### src/rtl/dcache_ctrl_pkg.sv
// Shared definitions for the data cache: FSM states, word type and
// address-field helpers used by the controller and its tag array.
package cache_def;

  typedef enum logic [1:0] {
    IDLE,
    COMPARE,
    WRITE_BACK,
    ALLOCATE
  } dcache_state_t;

  localparam int BYTE_OFF = 2;

  typedef logic [31:0] word_t;

  // Low address bit where the set index starts (byte + word offset).
  function automatic int line_off(input int line_words);
    return BYTE_OFF + $clog2(line_words);
  endfunction

endpackage

### src/rtl/dcache_tag_array.sv
// Per-set valid/dirty/tag storage with parallel tag compare, victim choice
// (lowest invalid way, else round-robin) and round-robin pointer upkeep.
module dcache_tag_array
  import cache_def::*;
#(
  parameter int  SETS  = 4,
  parameter int  WAYS  = 2,
  parameter int  TAG_W = 26,
  localparam int IDX_W = $clog2(SETS),
  localparam int WAY_W = $clog2(WAYS)
) (
  input  logic             clk_i,
  input  logic             rst_ni,
  input  logic [IDX_W-1:0] i_index,
  input  logic [TAG_W-1:0] i_tag,
  input  logic             i_fill,
  input  logic [WAY_W-1:0] i_fill_way,
  input  logic             i_set_dirty,
  input  logic [WAY_W-1:0] i_dirty_way,
  output logic             o_hit,
  output logic [WAY_W-1:0] o_hit_way,
  output logic [WAY_W-1:0] o_victim_way,
  output logic             o_victim_dirty,
  output logic [TAG_W-1:0] o_victim_tag
);

  logic [WAYS-1:0]  r_valid [SETS];
  logic [WAYS-1:0]  r_dirty [SETS];
  logic [TAG_W-1:0] r_tag   [SETS][WAYS];
  logic [WAY_W-1:0] r_rr    [SETS];

  always_comb begin
    // NOTE: every output gets a default first, so no path can infer a latch.
    o_hit        = 1'b0;
    o_hit_way    = '0;
    o_victim_way = r_rr[i_index];
    for (int w = 0; w < WAYS; w++) begin
      if (r_valid[i_index][w] && (r_tag[i_index][w] == i_tag)) begin
        o_hit     = 1'b1;
        o_hit_way = WAY_W'(w);
      end
    end
    for (int w = WAYS - 1; w >= 0; w--) begin
      if (!r_valid[i_index][w]) o_victim_way = WAY_W'(w);
    end
  end

  assign o_victim_dirty = r_valid[i_index][o_victim_way] && r_dirty[i_index][o_victim_way];
  assign o_victim_tag   = r_tag[i_index][o_victim_way];

  // NOTE: state registers use <= so every flop samples pre-edge values together.
  always_ff @(posedge clk_i or negedge rst_ni) begin
    if (!rst_ni) begin
      for (int s = 0; s < SETS; s++) begin
        r_valid[s] <= '0;
        r_dirty[s] <= '0;
        r_rr[s]    <= '0;
      end
    end else if (i_fill) begin
      r_valid[i_index][i_fill_way] <= 1'b1;
      r_dirty[i_index][i_fill_way] <= 1'b0;
      if (i_fill_way == r_rr[i_index]) r_rr[i_index] <= r_rr[i_index] + 1'b1;
    end else if (i_set_dirty) begin
      r_dirty[i_index][i_dirty_way] <= 1'b1;
    end
  end

  // NOTE: tag storage has no reset; the valid bits qualify every entry.
  always_ff @(posedge clk_i) begin
    if (i_fill) r_tag[i_index][i_fill_way] <= i_tag;
  end

endmodule

### src/rtl/dcache_ctrl.sv
// Write-back, write-allocate set-associative data cache controller:
// word requests from the core, whole-line transfers to main memory.
module dcache_ctrl
  import cache_def::*;
#(
  parameter int  SETS       = 4,
  parameter int  WAYS       = 2,
  parameter int  LINE_WORDS = 4,
  localparam int LINE_W     = 32 * LINE_WORDS
) (
  input  logic              clk_i,
  input  logic              rst_ni,
  input  logic              cpu_req_valid_i,
  output logic              cpu_req_ready_o,
  input  logic [31:0]       cpu_req_addr_i,
  input  logic [31:0]       cpu_req_data_i,
  input  logic              cpu_req_rw_i,
  output logic              cpu_res_valid_o,
  output logic [31:0]       cpu_res_data_o,
  output logic              mem_req_valid_o,
  output logic              mem_req_rw_o,
  output logic [31:0]       mem_req_addr_o,
  output logic [LINE_W-1:0] mem_req_data_o,
  input  logic              mem_res_ready_i,
  input  logic [LINE_W-1:0] mem_res_data_i
);

  localparam int IDX_W  = $clog2(SETS);
  localparam int WAY_W  = $clog2(WAYS);
  localparam int OFF    = line_off(LINE_WORDS);
  localparam int WORD_W = OFF - BYTE_OFF;
  localparam int TAG_W  = 32 - OFF - IDX_W;

  typedef word_t [LINE_WORDS-1:0] line_t;

  dcache_state_t     r_state, w_next;
  logic [31:BYTE_OFF] r_addr;
  word_t             r_wdata;
  logic              r_rw;
  line_t             r_data [SETS][WAYS];

  logic [IDX_W-1:0]  w_index;
  logic [TAG_W-1:0]  w_tag;
  logic [WORD_W-1:0] w_word;
  logic              w_hit, w_victim_dirty, w_fill, w_set_dirty;
  logic [WAY_W-1:0]  w_hit_way, w_victim_way;
  logic [TAG_W-1:0]  w_victim_tag;
  logic              w_unused;

  assign w_index  = r_addr[OFF +: IDX_W];
  assign w_tag    = r_addr[31 -: TAG_W];
  assign w_word   = r_addr[BYTE_OFF +: WORD_W];
  assign w_unused = ^cpu_req_addr_i[BYTE_OFF-1:0];

  dcache_tag_array #(
    .SETS (SETS),
    .WAYS (WAYS),
    .TAG_W(TAG_W)
  ) u_tags (
    .clk_i         (clk_i),
    .rst_ni        (rst_ni),
    .i_index       (w_index),
    .i_tag         (w_tag),
    .i_fill        (w_fill),
    .i_fill_way    (w_victim_way),
    .i_set_dirty   (w_set_dirty),
    .i_dirty_way   (w_hit_way),
    .o_hit         (w_hit),
    .o_hit_way     (w_hit_way),
    .o_victim_way  (w_victim_way),
    .o_victim_dirty(w_victim_dirty),
    .o_victim_tag  (w_victim_tag)
  );

  always_ff @(posedge clk_i or negedge rst_ni) begin
    if (!rst_ni) r_state <= IDLE;
    else         r_state <= w_next;
  end

  always_ff @(posedge clk_i or negedge rst_ni) begin
    if (!rst_ni) begin
      r_addr  <= '0;
      r_wdata <= '0;
      r_rw    <= 1'b0;
    end else if (cpu_req_valid_i && cpu_req_ready_o) begin
      r_addr  <= cpu_req_addr_i[31:BYTE_OFF];
      r_wdata <= cpu_req_data_i;
      r_rw    <= cpu_req_rw_i;
    end
  end

  always_ff @(posedge clk_i) begin
    if (w_fill)           r_data[w_index][w_victim_way]        <= mem_res_data_i;
    else if (w_set_dirty) r_data[w_index][w_hit_way][w_word]   <= r_wdata;
  end

  // Outputs are decoded from state alone, so reset clears them immediately.
  always_comb begin
    w_next          = r_state;
    cpu_req_ready_o = 1'b0;
    cpu_res_valid_o = 1'b0;
    cpu_res_data_o  = '0;
    mem_req_valid_o = 1'b0;
    mem_req_rw_o    = 1'b0;
    mem_req_addr_o  = '0;
    mem_req_data_o  = '0;
    w_fill          = 1'b0;
    w_set_dirty     = 1'b0;
    case (r_state)
      IDLE: begin
        cpu_req_ready_o = 1'b1;
        if (cpu_req_valid_i) w_next = COMPARE;
      end
      COMPARE: begin
        if (w_hit) begin
          cpu_res_valid_o = 1'b1;
          cpu_res_data_o  = r_data[w_index][w_hit_way][w_word];
          w_set_dirty     = r_rw;
          w_next          = IDLE;
        end else if (w_victim_dirty) begin
          w_next = WRITE_BACK;
        end else begin
          w_next = ALLOCATE;
        end
      end
      WRITE_BACK: begin
        mem_req_valid_o = 1'b1;
        mem_req_rw_o    = 1'b1;
        mem_req_addr_o  = {w_victim_tag, w_index, {OFF{1'b0}}};
        mem_req_data_o  = r_data[w_index][w_victim_way];
        if (mem_res_ready_i) w_next = ALLOCATE;
      end
      ALLOCATE: begin
        mem_req_valid_o = 1'b1;
        mem_req_addr_o  = {w_tag, w_index, {OFF{1'b0}}};
        if (mem_res_ready_i) begin
          w_fill = 1'b1;
          w_next = COMPARE;
        end
      end
      default: w_next = IDLE;
    endcase
  end

endmodule

### config.mk
export PLATFORM = sky130hd
export DESIGN_NAME = dcache_ctrl
export DESIGN_NICKNAME = d
export VERILOG_FILES = /design/src/rtl/dcache_ctrl_pkg.sv /design/src/rtl/dcache_tag_array.sv /design/src/rtl/dcache_ctrl.sv
export SDC_FILE = /design/constraint.sdc
export NUM_CORES = 2
export LEC_CHECK = 0
export ABC_AREA = 1
export CAP_MARGIN = 20
export CORE_MARGIN = 2
export CORE_UTILIZATION = 40
export DETAILED_ROUTE_END_ITERATION = 8
export PLACE_DENSITY = 0.64
export SLEW_MARGIN = 20
export SYNTH_ARGS = -nofsm -noshare
export SYNTH_HDL_FRONTEND = slang
export SYNTH_SLANG_ARGS = --single-unit
### constraint.sdc
create_clock -name clk_i -period 4.9 [get_ports clk_i]
set_clock_uncertainty 0.05 [all_clocks]
set_input_delay 1.47 -clock clk_i [delete_from_list [all_inputs] [get_ports clk_i]]
set_output_delay 1.47 -clock clk_i [all_outputs]
set_load 0.01 [all_outputs]
==> flow_summary.yaml <==
power:
  p_leak_uw: 0.02877
  clock_power_share: 0.225
  p_switching_uw: 19690
  p_sw_frac: 0.4058
  p_comb_frac: 0.469
  sequentialPowerShare: 0.306
  internal_power_uw: 28830
  ir_drop_mv: 0.4512
  pwr_density_cell_mw_per_mm2: 632.5
floorplanning:
  die_width_microns: 382.8
  rows: 138
  boundaryPins: 393
  fp.dieH_microns: 382.8
  start_util: 0.4043
  die-area_sq_mm: 0.1465
  core_area_sq_mm: 0.1419
place:
  hpwl_microns: 147900
  place.port_buffers: 386
  place_area_sq_mm: 0.06781
  gp_congestion: 0.9691
  dp_worst_setup_slack_ns: -0.5904
min_path:
  hp-class: "reg -> reg"
  hold_depth: 2
yosys:
  ys_warn_count: 0
  synth.ff_latch_count: 1317
  synth-seq-area-share: 0.6818
  synthDistinctLibCells: 38
  syn-cell-area_sq_mm: 0.05739
  netlist.area_leader.share: 0.6447
  yosysTopAreaCell: "edfxtp_1"
  netlist_instances: 5186
  synth_area_per_cell_sq_um: 11.07
  synthTopCellsByArea: "edfxtp_1 (64%), nand2_1 (6.6%), o22ai_1 (5.9%), dfrtp_1 (3.7%), nor2_1 (3.6%)"
cells_and_area:
  layout.cells.most_common: "edfxtp_1"
  layout-drive-gt1-share: 0.2446
  n_fill_cell: 11680
  layout_common_cells: "edfxtp_1 (1,232), nand2_1 (890), buf_4 (567)"
  syn2layout_area_growth_pct: 33.67
  stdcell_area_sq_mm: 0.07671
  nNetsFinal: 6319
grt:
  grt_max_degree: 149
  grt_pass1_wl_microns: 319400
  overflow: 0
  grt_pass1_vias: 44920
  antenna_found_initial: 14
  grt_usage: 0.3033
clock_network:
  cts-buffers-inserted: 140
  htree_levels: 4
  ctsHoldBuffers: 0
  cts-root-buf: "clkbuf_16"
  path_clk_slew_ns: 0.06
  clk-insertion-delay-late_ns: 0.79
  cts_tree: "yes"
  clk_path_buf_depth: 3
  cts.sinks: 1317
timing:
  finalSetupViolCount: 185
  rsz0062_at_grt: "true"
  relSlewSlack: 0.2010
  worst_slew_pin_slew_ns: 1.199
  fmax_mhz: 171.9
  final_hold_viol_count: 0
  drv_slew: 0
  layout_setup_ws_ns: -0.9171
  min_period_over_period: 1.187
  fin_crit_ns: 5.817
drt:
  firstDrtPassIters: 8
  vias: 49030
  routed_via_density: 6.033
  antenna_left: 0
  drtIter0Drc: 7777
  routed_wl_microns: 237600
  wire_per_inst_microns: 29.24
  drc_errors: 0
outcome:
  violations: "setup timing"
  status: "complete, but fails checks"
setup_path:
  crit_arrival_ns: 4.30
  worstSetupStartpointType: "register"
  crit_fanout: 11
  worstSetupEndpointType: "primary output"
  criticalPathCategory: "reg -> out"
  rr_worst_depth: 24
  required_ns: 3.38
run:
  cap_violations: 0
## power by group through the flow
| stage | combinational, uW | clock (uW) | sequential [uW] |
|---|---|---|---|
| floorplan | 8110 | 0 | 14000 |
| global placement | 16800 | 0 | 14900 |
| detailed placement | 16900 | 0 | 14900 |
| CTS | 19100 | 10900 | 14700 |
| global route | 23500 | 11400 | 14800 |
| finish | 22700 | 10900 | 14900 |
## cell usage after synthesis (all sizes together)
cell / count
nand2: 1015
a21oi: 147
or2: 6
a221oi: 1
nand4: 6
clkinv: 3
mux2: 33
o21a: 4
nand3: 386
inv: 193
o211a: 19
o211ai: 32
o21ai: 499
o22ai: 538
o31ai: 1
buf: 157
nor2: 558
and2: 2
clkbuf: 234
ha: 4
dfrtp: 85
edfxtp: 1232
nand3b: 24
a22oi: 2
conb: 1
a22o: 1
a31oi: 3
## worst max-delay path, stage by stage, from the launching register on
cell,delay (ns)
dfrtp_4,0.64
clkinv_8,0.12
buf_12,0.17
buf_4,0.14
nand2_1,0.05
nand2_1,0.07
nand2_2,0.09
nand3_2,0.08
nand2_2,0.13
buf_4,0.13
nand2_1,0.04
nor2_1,0.10
nand3_2,0.11
nor2_4,0.13
buf_12,0.16
buf_12,0.13
buf_6,0.15
buf_12,0.16
nand3b_1,0.38
nand2_2,0.18
nor2_2,0.05
nand2_1,0.07
nor2_2,0.05
buf_2,0.14
## final cells by class
cell class                      count  area (sq um)  area share
Tap cell                         1890          2365     0.03083
Multi-Input combinational cell   3286         17500      0.2281
Sequential cell                  1317         39130      0.5101
Clock inverter                     75         978.4     0.01276
Antenna cell                        6         15.01   0.0001957
Timing Repair inverter              3         33.78   0.0004404
Inverter                          196         832.0     0.01085
Timing Repair Buffer             1174         12110      0.1578
Clock buffer                      179          3752     0.04892
## logic make-up (layout without fill, tap and decap cells)
group | count (synthesis) | in the layout | share of synthesized area
buffers and inverters | 587 | 1627 | 0.04498
and+or+nand+nor | 1997 | 1998 | 0.1417
other | 1 | 10 | 0.00006535
muxes | 33 | 33 | 0.006476
DFF | 1317 | 1317 | 0.6818
AOI/OAI and AO/OA | 1247 | 1247 | 0.1242
adders and majority gates | 4 | 4 | 0.0008722
## path summary, 6_finish.rpt
check                                        from                  to  slack (ns)
worst max-delay path                    r_addr[4]  cpu_res_data_o[17]       -0.92
worst max register to register          r_addr[4]       r_data[3][10]        0.40
min in group asynchronous                  rst_ni         r_wdata[12]        0.68
worst min-delay path            u_tags.r_valid[1]   u_tags.r_valid[1]        0.41
worst min register to register  u_tags.r_valid[1]   u_tags.r_valid[1]        0.41
max in group asynchronous                  rst_ni          r_addr[10]        3.16
## flip-flops by register name, summed over array words and instances (netlist names)
| name | cells |
|---|---|
| u_tags.r_tag | 208 |
| r_wdata | 32 |
| r_addr | 30 |
| u_tags.r_valid | 8 |
| r_rw | 1 |
| r_data | 1024 |
| u_tags.r_dirty | 8 |
| r_state | 2 |
| u_tags.r_rr | 4 |
## routing by layer
metal	GRT usage	routed length, microns	vias up
met5	0	85	-
met4	0.2011	19320	12
met3	0.08222	33220	774
met2	0.4522	103000	3954
met1	0.3881	82000	23620
li1	-	-	20670
## what timing repair did
item	4_1_cts	5_1_grt
resized for setup	567	500
gates cloned	20	31
buffers inserted	65	86
pin swaps	55	109
setup endpoints to repair	187	187
## per-stage QoR
| stage | utilization | setup TNS, ns | instances | hold WS, ns | power [uW] |
|---|---|---|---|---|---|
| 2_1_floorplan | - | 0 | 5189 | 0.3777 | 22120 |
| 3_3_place_gp | 0.4774 | -45.60 | 7679 | 0.3873 | 31670 |
| 3_5_place_dp | 0.4778 | -42.72 | 7682 | 0.3947 | 31830 |
| 4_1_cts | 0.5241 | -84.49 | 8018 | 0.4065 | 44690 |
| 5_1_grt | 0.5404 | -95.56 | 8121 | 0.4367 | 49650 |
| 6_report | 0.5405 | -78.99 | 8126 | 0.4122 | 48520 |
No activity file was read; power rests on OpenSTA's default activity.
